==> src/rtl/regfile_sb.sv <==
// regfile_sb: multi-ported CPU register file with busy scoreboard.
// Two write ports (ALU and load writeback) and two combinational read
// ports with optional write-to-read bypass. A busy bit per register
// is set when issue reserves it as a destination and cleared when a
// writeback lands. The reserve wins a same-cycle tie because it
// belongs to the newer producer.
module regfile_sb #(
  parameter int DATA_W   = 32,
  parameter int ADDR_W   = 5,
  parameter bit BYPASS   = 1'b1,
  parameter bit ZERO_REG = 1'b1
) (
  input  logic              clk,
  input  logic              reset,
  input  logic [ADDR_W-1:0] A1,
  input  logic [ADDR_W-1:0] A2,
  output logic [DATA_W-1:0] RD1,
  output logic [DATA_W-1:0] RD2,
  input  logic              WE1,
  input  logic [ADDR_W-1:0] WA1,
  input  logic [DATA_W-1:0] WD1,
  input  logic              WE2,
  input  logic [ADDR_W-1:0] WA2,
  input  logic [DATA_W-1:0] WD2,
  input  logic              ResvEn,
  input  logic [ADDR_W-1:0] ResvReg,
  output logic              Busy1,
  output logic              Busy2
);

  localparam int                DEPTH     = 1 << ADDR_W;
  localparam logic [ADDR_W-1:0] ZERO_ADDR = {ADDR_W{1'b0}};
  localparam logic [DATA_W-1:0] ZERO_DATA = {DATA_W{1'b0}};

  logic [DATA_W-1:0] regs_r [DEPTH];
  logic [DEPTH-1:0]  busy_r;

  logic we1_ok_s;
  logic we2_ok_s;
  logic resv_ok_s;

  // Qualify writes and reserves: register 0 is hard-wired when ZERO_REG is set.
  always_comb begin
    we1_ok_s  = WE1    && !(ZERO_REG && (WA1     == ZERO_ADDR));
    we2_ok_s  = WE2    && !(ZERO_REG && (WA2     == ZERO_ADDR));
    resv_ok_s = ResvEn && !(ZERO_REG && (ResvReg == ZERO_ADDR));
  end

  // Register array: port 2 (load) overrides port 1 (ALU) on an address clash.
  always_ff @(posedge clk or posedge reset) begin
    if (reset) begin
      for (int i = 0; i < DEPTH; i++) begin
        regs_r[i] <= ZERO_DATA;
      end
    end else begin
      for (int i = 0; i < DEPTH; i++) begin
        if (we2_ok_s && (WA2 == ADDR_W'(i))) begin
          regs_r[i] <= WD2;
        end else if (we1_ok_s && (WA1 == ADDR_W'(i))) begin
          regs_r[i] <= WD1;
        end else begin
          regs_r[i] <= regs_r[i];
        end
      end
    end
  end

  // Busy scoreboard: reserve sets, writeback clears, reserve beats release.
  always_ff @(posedge clk or posedge reset) begin
    if (reset) begin
      busy_r <= {DEPTH{1'b0}};
    end else begin
      for (int i = 0; i < DEPTH; i++) begin
        if (resv_ok_s && (ResvReg == ADDR_W'(i))) begin
          busy_r[i] <= 1'b1;
        end else if ((WE1 && (WA1 == ADDR_W'(i))) || (WE2 && (WA2 == ADDR_W'(i)))) begin
          busy_r[i] <= 1'b0;
        end else begin
          busy_r[i] <= busy_r[i];
        end
      end
    end
  end

  // Read port 1: zero register, then load bypass, then ALU bypass, then array.
  always_comb begin
    RD1   = regs_r[A1];
    Busy1 = busy_r[A1];
    if (ZERO_REG && (A1 == ZERO_ADDR)) begin
      RD1   = ZERO_DATA;
      Busy1 = 1'b0;
    end else if (BYPASS && WE2 && (WA2 == A1)) begin
      RD1   = WD2;
      Busy1 = 1'b0;
    end else if (BYPASS && WE1 && (WA1 == A1)) begin
      RD1   = WD1;
      Busy1 = 1'b0;
    end else begin
      RD1   = regs_r[A1];
      Busy1 = busy_r[A1];
    end
  end

  // Read port 2: same priority as port 1 so A1 == A2 gives identical results.
  always_comb begin
    RD2   = regs_r[A2];
    Busy2 = busy_r[A2];
    if (ZERO_REG && (A2 == ZERO_ADDR)) begin
      RD2   = ZERO_DATA;
      Busy2 = 1'b0;
    end else if (BYPASS && WE2 && (WA2 == A2)) begin
      RD2   = WD2;
      Busy2 = 1'b0;
    end else if (BYPASS && WE1 && (WA1 == A2)) begin
      RD2   = WD1;
      Busy2 = 1'b0;
    end else begin
      RD2   = regs_r[A2];
      Busy2 = busy_r[A2];
    end
  end

endmodule

==> config.mk <==
export PLATFORM = sky130hd
export DESIGN_NAME = regfile_sb
export DESIGN_NICKNAME = d
export VERILOG_FILES = /design/src/rtl/regfile_sb.sv
export SDC_FILE = /design/constraint.sdc
export NUM_CORES = 2
export LEC_CHECK = 0
export CAP_MARGIN = 20
export CORE_ASPECT_RATIO = 1.1
export CORE_MARGIN = 10
export CORE_UTILIZATION = 45
export DETAILED_ROUTE_END_ITERATION = 6
export DONT_BUFFER_PORTS = 1
export SYNTH_ARGS = -nofsm -noshare
export SYNTH_HDL_FRONTEND = slang
export SYNTH_SLANG_ARGS = --single-unit
==> constraint.sdc <==
create_clock -name clk -period 50.6 [get_ports clk]
set_input_delay 10.12 -clock clk [delete_from_list [all_inputs] [get_ports clk]]
set_output_delay 10.12 -clock clk [all_outputs]
set_load 0.01 [all_outputs]
==> results.py <==
metrics = {
    "setup_path": {
        "cp_cell_sequence": "or4_1 -> o22ai_4 -> buf_4 -> nor2_4 -> buf_4 -> a221o_1",
        "reg2reg_depth": 2,
        "start_kind": "input port",
        "critPathCapture": "RD1[1]",
        "slowest_stage": "or4_1",
        "worstReg2RegStart": "busy_r[0]$_DFFE_PP0P_",
        "path_common_cell": "buf_4",
        "critical_path.max_stage_delay_ns": 0.68,
        "cp_max_fo": 218,
        "worstSetupStartpoint": "A1[1]",
        "cp.required_ns": 40.48,
        "r2r_end": "busy_r[0]$_DFFE_PP0P_",
        "ff2ff_setup_slack_ns": 49.70,
        "end_kind": "output pin",
        "criticalPathCategory": "input port to output pin",
        "arrival_ns": 13.16,
    },
    "pwr": {
        "power_frac_comb_pct": 23.3,
        "clkPwrFrac_pct": 32.6,
        "p_leak_nw": 30.1,
        "vdd_drop_max_mv": 0.0322,
        "p_switching_w": 0.000845,
        "power_density_nw_per_um2": 39.8,
        "p_int_w": 0.00196,
        "p_seq_share_pct": 44.1,
        "switching_share_pct": 30.2,
        "power.total_w": 0.00280,
    },
    "floorplan": {
        "rows": 147,
        "io_pins": 160,
        "die_y_um": 423,
        "die_w_um": 386,
        "start_util_pct": 45.4,
        "core_area_um2": 146000,
        "die-area_um2": 163000,
    },
    "cts": {
        "clockRootBuffer": "clkbuf_16",
        "cts_tree": "built",
        "htree_num_levels": 3,
        "post_cts_buffers": 0,
        "cts_resized": 0,
        "holdBufCountCts": 0,
        "clk_latency_ns": 0.78,
        "path_clk_slew_ns": 0.06,
        "cts_buffers": 121,
        "cts_sinks": 1056,
        "clk_path_buf_depth": 3,
    },
    "sta": {
        "finalMaxSlewViolations": 0,
        "fin_tns_setup_ns": 0,
        "finalSetupViolCount": 0,
        "period_share_pct": 46.0,
        "rsz0062_at_grt": "false",
        "worst_slack_ns": 27.32,
        "hold_violations": 0,
        "period_minus_slack_ns": 23.28,
        "max_freq_mhz": 43.0,
        "worst_clock_skew_ns": 0,
        "slew_headroom_pct": 10.1,
        "tightest_slew_ns": 1.34,
    },
    "placed_design": {
        "place.gp.congestion": 0.842,
        "placed_area_um2": 66200,
        "place_ws_ns": 27.39,
        "io_buffers": 0,
        "placed_cells": 7491,
        "hpwl_um": 132000,
    },
    "outcome": {
        "status": "complete, no violations",
    },
    "route": {
        "drtIter0Drc": 7491,
        "totalWireLength_um": 259000,
        "routedWlPerCell_um": 33.5,
        "ant_nets": 0,
        "drc": 0,
        "vias": 52782,
        "first_pass_iters": 6,
        "viasPerCell": 6.83,
    },
    "finish": {
        "syn2layout_area_growth_pct": 5.81,
        "drive_gt1_share_pct": 14.2,
        "multiInputGateArea_um2": 36800,
        "layout.area.seq_um2": 26400,
        "fillers": 13407,
        "fin_cells": 7724,
        "final_area_um2": 70300,
        "nets": 5774,
    },
    "grt": {
        "grt_overflow": 0,
        "track_usage_pct": 30.3,
        "antenna_found_initial": 6,
        "grt_pass1_wl_um": 371000,
        "grt_start_max_net_pins": 328,
        "first_global_vias": 50607,
    },
    "logic_synthesis": {
        "synthesis.area_um2": 66500,
        "synth_area_per_cell_um2": 10.5,
        "synth_area_leaders": "dfrtp_1 40%, mux2i_1 19%, mux4_2 14%",
        "ys_top_cells_by_count": "1245 x mux2i_1, 1056 x dfrtp_1, 763 x nor2_1",
        "yosysSeqAreaShare_pct": 39.8,
        "async_flop_share_pct": 100,
        "synth.most_common_cell": "mux2i_1",
        "synth_cell_types": 63,
        "synth_edf_count": 0,
        "synth_top_area_cell": "dfrtp_1",
        "syn-instance-count": 6334,
        "syn_nets": 6428,
        "yosys_most_used_dff": "dfrtp_1",
        "yosys_register_bits": 1056,
        "yosys_warnings": 0,
        "synth_top_cell_area_share_pct": 39.8,
    },
    "hold_path": {
        "hp-class": "register to register",
    },
    "job": {
        "maxCapViolCount": 0,
    },
}
==> worst max-delay path: cells and delay by family <==
family                 cells  cell delay [ns]
AO/OA/AOI/OAI              2             0.66
AND/OR/NAND/NOR            2             1.01
buffers and inverters      2             1.08
==> cells in the final DEF (no fill, tap or decap), types with 4 or more instances in the layout <==
master	netlist	final
nor3b_1	7	6
a221oi_2	4	4
a32o_1	13	13
buf_4	44	73
clkbuf_8	0	32
mux4_2	401	401
buf_12	1	4
inv_1	7	5
o21ai_0	188	188
a211oi_1	61	61
nor2b_1	16	13
nand4_1	6	6
nand2b_1	7	7
xor2_1	8	8
and2_4	0	10
a22o_1	63	63
mux2_2	68	68
clkbuf_16	0	123
o221ai_1	123	123
nand3_4	0	7
mux2i_1	1245	1245
o22ai_1	4	4
nor2_1	763	756
clkbuf_1	550	36
inv_2	2	4
a221oi_1	57	57
a221o_1	61	61
nand2_1	336	312
xnor2_1	12	12
a2111oi_0	5	5
clkinv_2	0	24
nor4_1	66	66
o21ai_1	86	86
nand2_4	0	24
nor2_4	0	13
bufinv_16	0	6
a21oi_1	738	738
and3_1	9	4
nor3_1	9	7
dfrtp_1	1056	1056
==> power by group through the flow <==
stage          logic, W  clock network, W  registers, W
3_5_place_dp   0.000644                 0       0.00124
4_1_cts        0.000644          0.000915       0.00123
5_1_grt        0.000705          0.000952       0.00126
3_3_place_gp   0.000632                 0       0.00123
6_report       0.000652          0.000913       0.00124
2_1_floorplan  0.000560                 0       0.00119
==> state kept, by name (all words and copies together), names as in the netlist <==
signal  cells
regs_r   1024
busy_r     32
==> routing by layer <==
metal	routed length [µm]	vias up	global-route usage, %
met2	114000	3296	45.5
met5	62	-	0
li1	-	22000	-
met3	29800	661	8.46
met1	102000	26815	40.8
met4	12300	10	13.2
==> worst min-delay path by stage <==
stage | startpoint | endpoint | slack [ns] | cells after the start
6_report | regs_r[1003]$_DFFE_PP0P_ | regs_r[1003]$_DFFE_PP0P_ | 0.39 | 0
4_1_cts | regs_r[1023]$_DFFE_PP0P_ | regs_r[1023]$_DFFE_PP0P_ | 0.39 | 0
3_3_place_gp | regs_r[1003]$_DFFE_PP0P_ | regs_r[1003]$_DFFE_PP0P_ | 0.38 | 0
5_1_grt | regs_r[1005]$_DFFE_PP0P_ | regs_r[1005]$_DFFE_PP0P_ | 0.41 | 0
3_5_place_dp | regs_r[1014]$_DFFE_PP0P_ | regs_r[1014]$_DFFE_PP0P_ | 0.38 | 0
2_1_floorplan | regs_r[1023]$_DFFE_PP0P_ | regs_r[1023]$_DFFE_PP0P_ | 0.44 | 1
==> final cells by class <==
cell class	count	area share [%]
clock inverters	37	0.548
well taps	1937	3.45
repair buffers	78	0.900
inverters	10	0.0640
multi-input cells	4413	52.3
diodes	2	0.00712
flip-flops and latches	1056	37.6
clock buffers	191	5.19
==> stage by stage <==
stage               util [%]  hold slack, ns
finish                  48.0           0.394
global route            48.0           0.407
CTS                     48.0           0.394
detailed placement      45.2           0.383
global placement        45.2           0.376
floorplan                  -           0.438
==> cells by family (layout without fill, tap and decap cells) <==
family	Yosys count	in the layout	share of synthesized area, %
and+or+nand+nor	1261	1261	7.76
buffers and inverters	865	316	5.67
other	0	2	0
xor gates and xnor gates	20	20	0.264
muxes	1716	1716	33.6
DFF	1056	1056	39.8
AOI/OAI and AO/OA	1416	1416	13.0
No activity file was read; power rests on OpenSTA's default activity.
